File: config.mk
export PLATFORM = sky130hd
export DESIGN_NAME = decode_pipe
export DESIGN_NICKNAME = d
export VERILOG_FILES = /design/src/rtl/decode_pipe.sv
export SDC_FILE = /design/constraint.sdc
export NUM_CORES = 1
export LEC_CHECK = 0
export ABC_AREA = 1
export BUFFER_PORTS_ARGS = -buffer_cell sky130_fd_sc_hd__buf_2
export CORE_MARGIN = 2
export CORE_UTILIZATION = 25
export CTS_CLUSTER_DIAMETER = 40
export DETAILED_ROUTE_END_ITERATION = 10
export HOLD_SLACK_MARGIN = 0.15
export PLACE_DENSITY_LB_ADDON = 0.15
export SLEW_MARGIN = 20
export SYNTH_ARGS = -nofsm -noshare
export SYNTH_HDL_FRONTEND = slang
export SYNTH_SLANG_ARGS = --single-unit
File: constraint.sdc
create_clock -name clk -period 1.8 [get_ports clk]
set_input_delay 0.18 -clock clk [delete_from_list [all_inputs] [get_ports clk]]
set_output_delay 0.18 -clock clk [all_outputs]
set_load 0.05 [all_outputs]
File: src/rtl/decode_pipe.sv
// MIPS decode stage: one registered output slot with valid/ready handshakes and a
// mult->mflo interlock countdown. Define DECODE_ILLEGAL_TRAP_EN to add the illegal output.
module decode_pipe #(
    parameter int DATA_WIDTH   = 32,
    parameter int MULT_LATENCY = 4
) (
    input  logic                  clk,
    input  logic                  reset,
    input  logic                  in_valid,
    output logic                  in_ready,
    input  logic [31:0]           instr,
    output logic                  out_valid,
    input  logic                  out_ready,
    output logic [1:0]            dest_sel,
    output logic [3:0]            alu_ctrl,
    output logic                  flag_sw,
    output logic [1:0]            flag_lw,
    output logic                  flag_r,
    output logic                  flag_i,
    output logic [1:0]            flag_j,
    output logic [1:0]            srcb_sel,
    output logic                  mult_op,
    output logic                  mflo_flag,
`ifdef DECODE_ILLEGAL_TRAP_EN
    output logic                  illegal,
`endif
    output logic [4:0]            rs,
    output logic [4:0]            rt,
    output logic [4:0]            rd,
    output logic [4:0]            shamt,
    output logic [DATA_WIDTH-1:0] imm_ext,
    output logic [25:0]           jtarget,
    output logic                  mult_busy
);

    typedef struct packed {
        logic [1:0] dest_sel;
        logic [3:0] alu_ctrl;
        logic       flag_sw;
        logic [1:0] flag_lw;
        logic       flag_r;
        logic       flag_i;
        logic [1:0] flag_j;
        logic [1:0] srcb_sel;
        logic       mult_op;
        logic       mflo_flag;
`ifdef DECODE_ILLEGAL_TRAP_EN
        logic       illegal;
`endif
    } dec_t;

    dec_t        dec, dec_q;
    logic [31:0] instr_q;
    logic [3:0]  mult_cnt;
    logic        is_mult, is_mflo, mflo_stall, accept, sext;
    logic [5:0]  op, funct, op_q;

    assign op    = instr[31:26];
    assign funct = instr[5:0];

    assign is_mult    = (op == 6'h00) && (funct == 6'h18);
    assign is_mflo    = (op == 6'h00) && (funct == 6'h12);
    assign mflo_stall = in_valid && is_mflo && (mult_cnt != 4'd0);
    assign in_ready   = (!out_valid || out_ready) && !mflo_stall;
    assign accept     = in_valid && in_ready;
    assign mult_busy  = (mult_cnt != 4'd0);

    always_comb begin
        dec          = '0;
        dec.alu_ctrl = 4'd2;
        case (op)
            6'h00: begin
                dec.flag_r   = 1'b1;
                dec.dest_sel = 2'd1;
                case (funct)
                    6'h00: dec.alu_ctrl = 4'd8;
                    6'h08: begin dec.alu_ctrl = 4'd0; dec.flag_j = 2'd2; end
                    6'h12: begin dec.alu_ctrl = 4'd0; dec.mflo_flag = 1'b1; end
                    6'h18: begin dec.alu_ctrl = 4'd0; dec.mult_op = 1'b1; end
                    6'h20: dec.alu_ctrl = 4'd2;
                    6'h25: dec.alu_ctrl = 4'd6;
                    6'h2A: dec.alu_ctrl = 4'd12;
                    default: begin
`ifdef DECODE_ILLEGAL_TRAP_EN
                        dec         = '0;
                        dec.illegal = 1'b1;
`else
                        dec.alu_ctrl = 4'd2;
`endif
                    end
                endcase
            end
            6'h02: dec.alu_ctrl = 4'd0;
            6'h03: begin
                dec.alu_ctrl = 4'd0;
                dec.flag_j   = 2'd1;
                dec.flag_lw  = 2'd2;
                dec.dest_sel = 2'd2;
            end
            6'h04, 6'h05: dec.flag_i = 1'b1;
            6'h08: begin dec.flag_i = 1'b1; dec.srcb_sel = 2'd2; end
            6'h0A: begin dec.flag_i = 1'b1; dec.srcb_sel = 2'd2; dec.alu_ctrl = 4'd12; end
            6'h0C: begin dec.flag_i = 1'b1; dec.srcb_sel = 2'd2; dec.alu_ctrl = 4'd5; end
            6'h0D: begin dec.flag_i = 1'b1; dec.srcb_sel = 2'd2; dec.alu_ctrl = 4'd6; end
            6'h0F: begin dec.flag_i = 1'b1; dec.srcb_sel = 2'd2; dec.alu_ctrl = 4'd11; end
            6'h23: begin dec.flag_i = 1'b1; dec.flag_lw = 2'd1; end
            6'h2B: begin dec.flag_i = 1'b1; dec.flag_sw = 1'b1; end
            default: begin
`ifdef DECODE_ILLEGAL_TRAP_EN
                dec         = '0;
                dec.illegal = 1'b1;
`else
                dec.flag_i = 1'b1;
`endif
            end
        endcase
        // j shares the opcode-2 arm above; set its jump flag here to keep the case compact
        if (op == 6'h02) dec.flag_j = 2'd1;
    end

    always_ff @(posedge clk or negedge reset) begin
        if (!reset) begin
            out_valid <= 1'b0;
            dec_q     <= '0;
            instr_q   <= '0;
        end else if (accept) begin
            out_valid <= 1'b1;
            dec_q     <= dec;
            instr_q   <= instr;
        end else if (out_ready) begin
            out_valid <= 1'b0;
        end
    end

    // A new mult restarts the interlock window rather than extending it
    always_ff @(posedge clk or negedge reset) begin
        if (!reset)
            mult_cnt <= 4'd0;
        else if (accept && is_mult)
            mult_cnt <= 4'(MULT_LATENCY);
        else if (mult_cnt != 4'd0)
            mult_cnt <= mult_cnt - 4'd1;
    end

    assign op_q = instr_q[31:26];
    always_comb begin
        case (op_q)
            6'h04, 6'h05, 6'h08, 6'h0A, 6'h23, 6'h2B: sext = 1'b1;
            default:                                  sext = 1'b0;
        endcase
    end

    assign imm_ext = sext ? {{(DATA_WIDTH-16){instr_q[15]}}, instr_q[15:0]}
                          : {{(DATA_WIDTH-16){1'b0}}, instr_q[15:0]};
    assign rs      = instr_q[25:21];
    assign rt      = instr_q[20:16];
    assign rd      = instr_q[15:11];
    assign shamt   = instr_q[10:6];
    assign jtarget = instr_q[25:0];

    assign dest_sel  = dec_q.dest_sel;
    assign alu_ctrl  = dec_q.alu_ctrl;
    assign flag_sw   = dec_q.flag_sw;
    assign flag_lw   = dec_q.flag_lw;
    assign flag_r    = dec_q.flag_r;
    assign flag_i    = dec_q.flag_i;
    assign flag_j    = dec_q.flag_j;
    assign srcb_sel  = dec_q.srcb_sel;
    assign mult_op   = dec_q.mult_op;
    assign mflo_flag = dec_q.mflo_flag;
`ifdef DECODE_ILLEGAL_TRAP_EN
    assign illegal   = dec_q.illegal;
`endif

endmodule

# After elaboration in Yosys (flattened, before gate mapping)
# Cells that the tools add are included.
totals:
  regBits: 54
  latchBits: 0
  ramBits: 0
  rom_bits: 0
  input_bits: 36
  wordCells: 74
  n_memories: 0
op_classes:
  add_sub_neg: 1
  n_mul: 0
  div: 0
  magnitude_cmp: 0
  n_eq_ne: 20
  shift: 0
  muxes: 20
  n_bitwise: 0
  reduce_logical: 20
op_table:
  columns: ["op", "count"]
  rows:
  - ["$eq A6 B4 Y1 const B", 8]
  - ["$eq A6 B6 Y1 const B", 6]
  - ["$mux W32", 1]
  - ["$pmux W4 S6", 1]
  - ["$pmux W4 S4", 1]
  - ["$eq A6 B2 Y1 const B", 2]
  - ["$eq A6 B3 Y1 const B", 2]
  - ["$eq A6 B5 Y1 const B", 2]
  - ["$logic_not A6 Y1", 2]
  - ["$pmux W2 S2", 3]
  - ["$mux W1", 8]
  - ["$mux W2", 4]
  - ["$mux W4", 2]
  - ["$logic_and A1 B1 Y1", 7]
  - ["$reduce_or A3 Y1", 2]
  - ["$reduce_or A6 Y1", 1]
  - ["$reduce_or A5 Y1", 1]
  - ["$reduce_bool A2 Y1", 2]
  - ["$reduce_bool A4 Y1", 1]
  - ["$sub A4 B1 Y4 const B", 1]
  - ["$logic_not A1 Y1", 2]
  - ["$reduce_or A2 Y1", 1]
  - ["$logic_or A1 B1 Y1", 1]

# Longest topological paths before layout
logic_depth:
  word_depth: 9
  mapped_depth: 10

# Worst setup path before layout
# No wires, ideal clock.
synth_path:
  path_kind: "register to output"
  from: "register instr_q[27]"
  to: "output port imm_ext[17]"
  arrival_time_ps: 2189
  t_required_ps: 1620
  setup_slack_ps: -569
  stages_incl_launch_ff: 5
  path_buffers: 1
  path_cell_list: "dfrtp_1 nor4_1 o21ai_0 nor2_1 buf_4"
synth_via:
  elab_chain_cells: 4
  elab_cells_between_ends: 9
  cone_classes: "eq/ne: 6; mux: 2; reduce/logical: 1"
synth_lines:
  columns: ["element", "line_no", "text"]
  rows:
  - ["start, declared", "53", "logic [31:0] instr_q;"]
  - ["start signal, assigned", "129", "instr_q <= instr;"]
  - ["$eq A6 B3 Y1 (tied with other cells)", "147", "case (op_q)"]
  - ["$reduce_or A6 Y1 (*)", "147", null]
  - ["$mux W1 (*)", "147", null]
  - ["$mux W32 (*)", "153", "assign imm_ext = sext ? {{(DATA_WIDTH-16){instr_q[15]}}, instr_q[15:0]}"]
  - ["end, declared", "31", "output logic [DATA_WIDTH-1:0] imm_ext,"]
# Mark *: on every way between the ends. The rest lies on a longest branch, timed or not.

# Final worst setup path
layout_path:
  from: "register instr_q[27]"
  to: "output port imm_ext[30]"
# Same word-level chain as after synthesis.

==> qor.yml <==
numCtsBuffers: 5
die-area_mm2: 0.0129
cp.required_ps: 1620
grt_pass1_vias: 2335
peakVddDrop_mv: 0.368
synth_nets: 410
drv_cap: 0
syn_area_per_cell_um2: 8.08
worstPathArrival_ps: 1570
routed_wl_um: 7050
final_cell_mix: "nand2_1 (121), buf_2 (115), dfrtp_1 (52), o21ai_0 (26), inv_1 (24)"
io_pins: 134
n_fill_cell: 1282
post_dp_cell_area_mm2: 0.00324
fin_worst_skew_ps: 5.15
h-tree-depth: 2
drive_gt1_share_pct: 35.8
netlist_area_mm2: 0.00300
cts_tree: "done"
drc: 0
die-height_um: 114
final-setup-viol-count: 0
start_kind: "flop"
synth_warnings: 0
grt_util_all_layers_pct: 11.3
start_util_pct: 25.3
area_growth_pct: 24.5
worstHoldPathType: "in2reg"
insertedDiodeCount: 0
end_kind: "primary output"
die_x_um: 114
clk_path_buf_depth: 2
hold_violations: 0
worstMarginPinSlew_ps: 545
fin_util_pct: 31.5
cp_max_fo: 16
io_buffers: 132
antenna_found_initial: 0
netlist_instances: 372
ys_seq_area_share_pct: 43.3
ant_nets: 0
clk_pin_slew_ps: 70
coreArea_mm2: 0.0119
fin_crit_sh_pct: 97.5
hold-worst-slack_ps: 161
crit_chain: "nor4_2 > o21ai_1 > nor2_4 > buf_12 > buf_6"
power_mw: 4.20
synth_cell_types: 23
grt_pass1_wl_um: 11500
grt_max_degree: 35
fmax_mhz: 570
rsz0062_at_grt: "yes"
p_per_area_mw_per_mm2: 1120
drt_iter0_drc: 139
final.min_clock_period_ps: 1750
cts_root_buf: "clkbuf_16"
gp_congestion: 0.713
slowest_stage: "dfrtp_1"
hpwl_um: 5150
slew_violations: 0
maxSlewHeadroom_pct: 63.7
via_per_inst: 4.04
max_stage_delay_ps: 400
nNetsFinal: 489
power_leakage_nw: 2.07
grt.overflow.total: 0
vias: 2421
finalInstanceArea_mm2: 0.00374
cpLargestDelayFamily: "simple AND/OR/NAND/NOR gates"
cts.sinks: 52
timing.critical_path.buf_inv: 2
dr.pass1.iters: 4
outcome: "finished, final reports clean"
critPathKind: "reg2out"
clk_latency_ps: 290
routedWlPerCell_um: 11.8
rows: 40
ys_ff_latch: 52
final_common_cell: "nand2_1"
[where the power goes]
part / switching, mW / internal [mW] / leakage, nW
sequential: 0.119 / 1.33 / 0.655
combinational: 1.32 / 0.454 / 1.34
clock: 0.426 / 0.549 / 0.0766
[worst reg2reg max path: stages (launching register included)]
cell	delay [ps]
dfrtp_1	350
inv_1	80
ha_1	230
a21oi_2	170
nand3_4	120
nand3_4	160
buf_4	230
o21ai_0	100
[registers in the layout, summed over array words and instances (netlist names)]
signal     count
alu_ctrl       4
mflo_flag      1
mult_op        1
flag_i         1
srcb_sel       1
dest_sel       2
flag_sw        1
flag_lw        2
instr_q       32
flag_j         2
mult_cnt       4
out_valid      1
[per-layer routing]
layer | vias to the layer above | wire, µm | track usage, %
met2 | 84 | 3260 | 18.9
met5 | - | 0 | 0
met1 | 1106 | 3310 | 14.8
met3 | 5 | 399 | 2.76
met4 | 0 | 73 | 2.93
li1 | 1226 | - | -
[area by class of cell]
| cell class | count | area (µm²) | share of cell area, % |
|---|---|---|---|
| clock inverter | 2 | 10.0 | 0.268 |
| multi-input combinational | 205 | 951 | 25.4 |
| timing repair buffer | 160 | 1050 | 28.1 |
| tap | 147 | 184 | 4.92 |
| inverter | 27 | 104 | 2.78 |
| clock buffer | 6 | 139 | 3.71 |
| sequential | 52 | 1300 | 34.8 |
[per-stage QoR]
step / setup TNS (ps) / std cells / worst slack (ps)
after global routing: -1190 / 599 / -75.2
final: 0 / 599 / 45.2
after global placement: 0 / 569 / 157
after detailed placement: 0 / 569 / 84.3
after CTS: 0 / 599 / 3.97
after floorplan: 0 / 372 / 120
[path summary, 6_finish.rpt]
check / startpoint / to / cells past startpoint / slack (ps)
max in group asynchronous: reset / instr_q[28]$_DFFE_PN0P_ / 3 / 750
worst min-delay path: instr[30] / instr_q[30]$_DFFE_PN0P_ / 3 / 160
min in group asynchronous: reset / instr_q[15]$_DFFE_PN0P_ / 2 / 410
worst max register to register: mult_cnt[0]$_DFFE_PN0P_ / alu_ctrl[0]$_DFFE_PN0P_ / 7 / 250
worst max-delay path: instr_q[27]$_DFFE_PN0P_ / imm_ext[30] / 5 / 50
worst min register to register: flag_lw[1]$_DFFE_PN0P_ / flag_lw[1]$_DFFE_PN0P_ / 2 / 480
[logic make-up after synthesis]
logic type,after synthesis,share of synthesized area (%)
AO/OA/AOI/OAI,32,5.41
adder cells (fa/ha/maj),2,0.833
flip-flops,52,43.3
other,1,0.125
XOR/XNOR,3,0.875
AND/OR/NAND/NOR,167,23.7
buffers and inverters,115,25.7
[Yosys cell counts]
master | n | area (µm²)
dfrtp_1 | 52 | 1300
nor2_1 | 18 | 67.6
inv_1 | 24 | 90.1
xnor2_1 | 2 | 17.5
nand3_1 | 14 | 70.1
inv_2 | 3 | 11.3
o21a_1 | 1 | 7.51
buf_6 | 2 | 22.5
nand3_4 | 2 | 35.0
xor2_1 | 1 | 8.76
a21oi_1 | 4 | 20.0
buf_8 | 2 | 30.0
nand4_1 | 3 | 18.8
conb_1 | 1 | 3.75
nor2_4 | 3 | 33.8
buf_4 | 79 | 593
buf_2 | 5 | 25.0
o21ai_0 | 27 | 135
nor4_1 | 1 | 6.26
nor2_2 | 3 | 18.8
nor3_1 | 1 | 5.00
ha_1 | 2 | 25.0
nand2_1 | 122 | 458
[timing repair]
item | 4_1_cts | 5_1_grt
endpoints found under the setup margin | 17 | 40
gates cloned | 0 | 0
endpoints found under the hold margin | 40 | 0
buffers inserted | 1 | 0
hold buffers | 21 | 0
gates resized for setup | 18 | 22
pin swaps | 1 | 1
No activity file was read; power rests on OpenSTA's default activity.
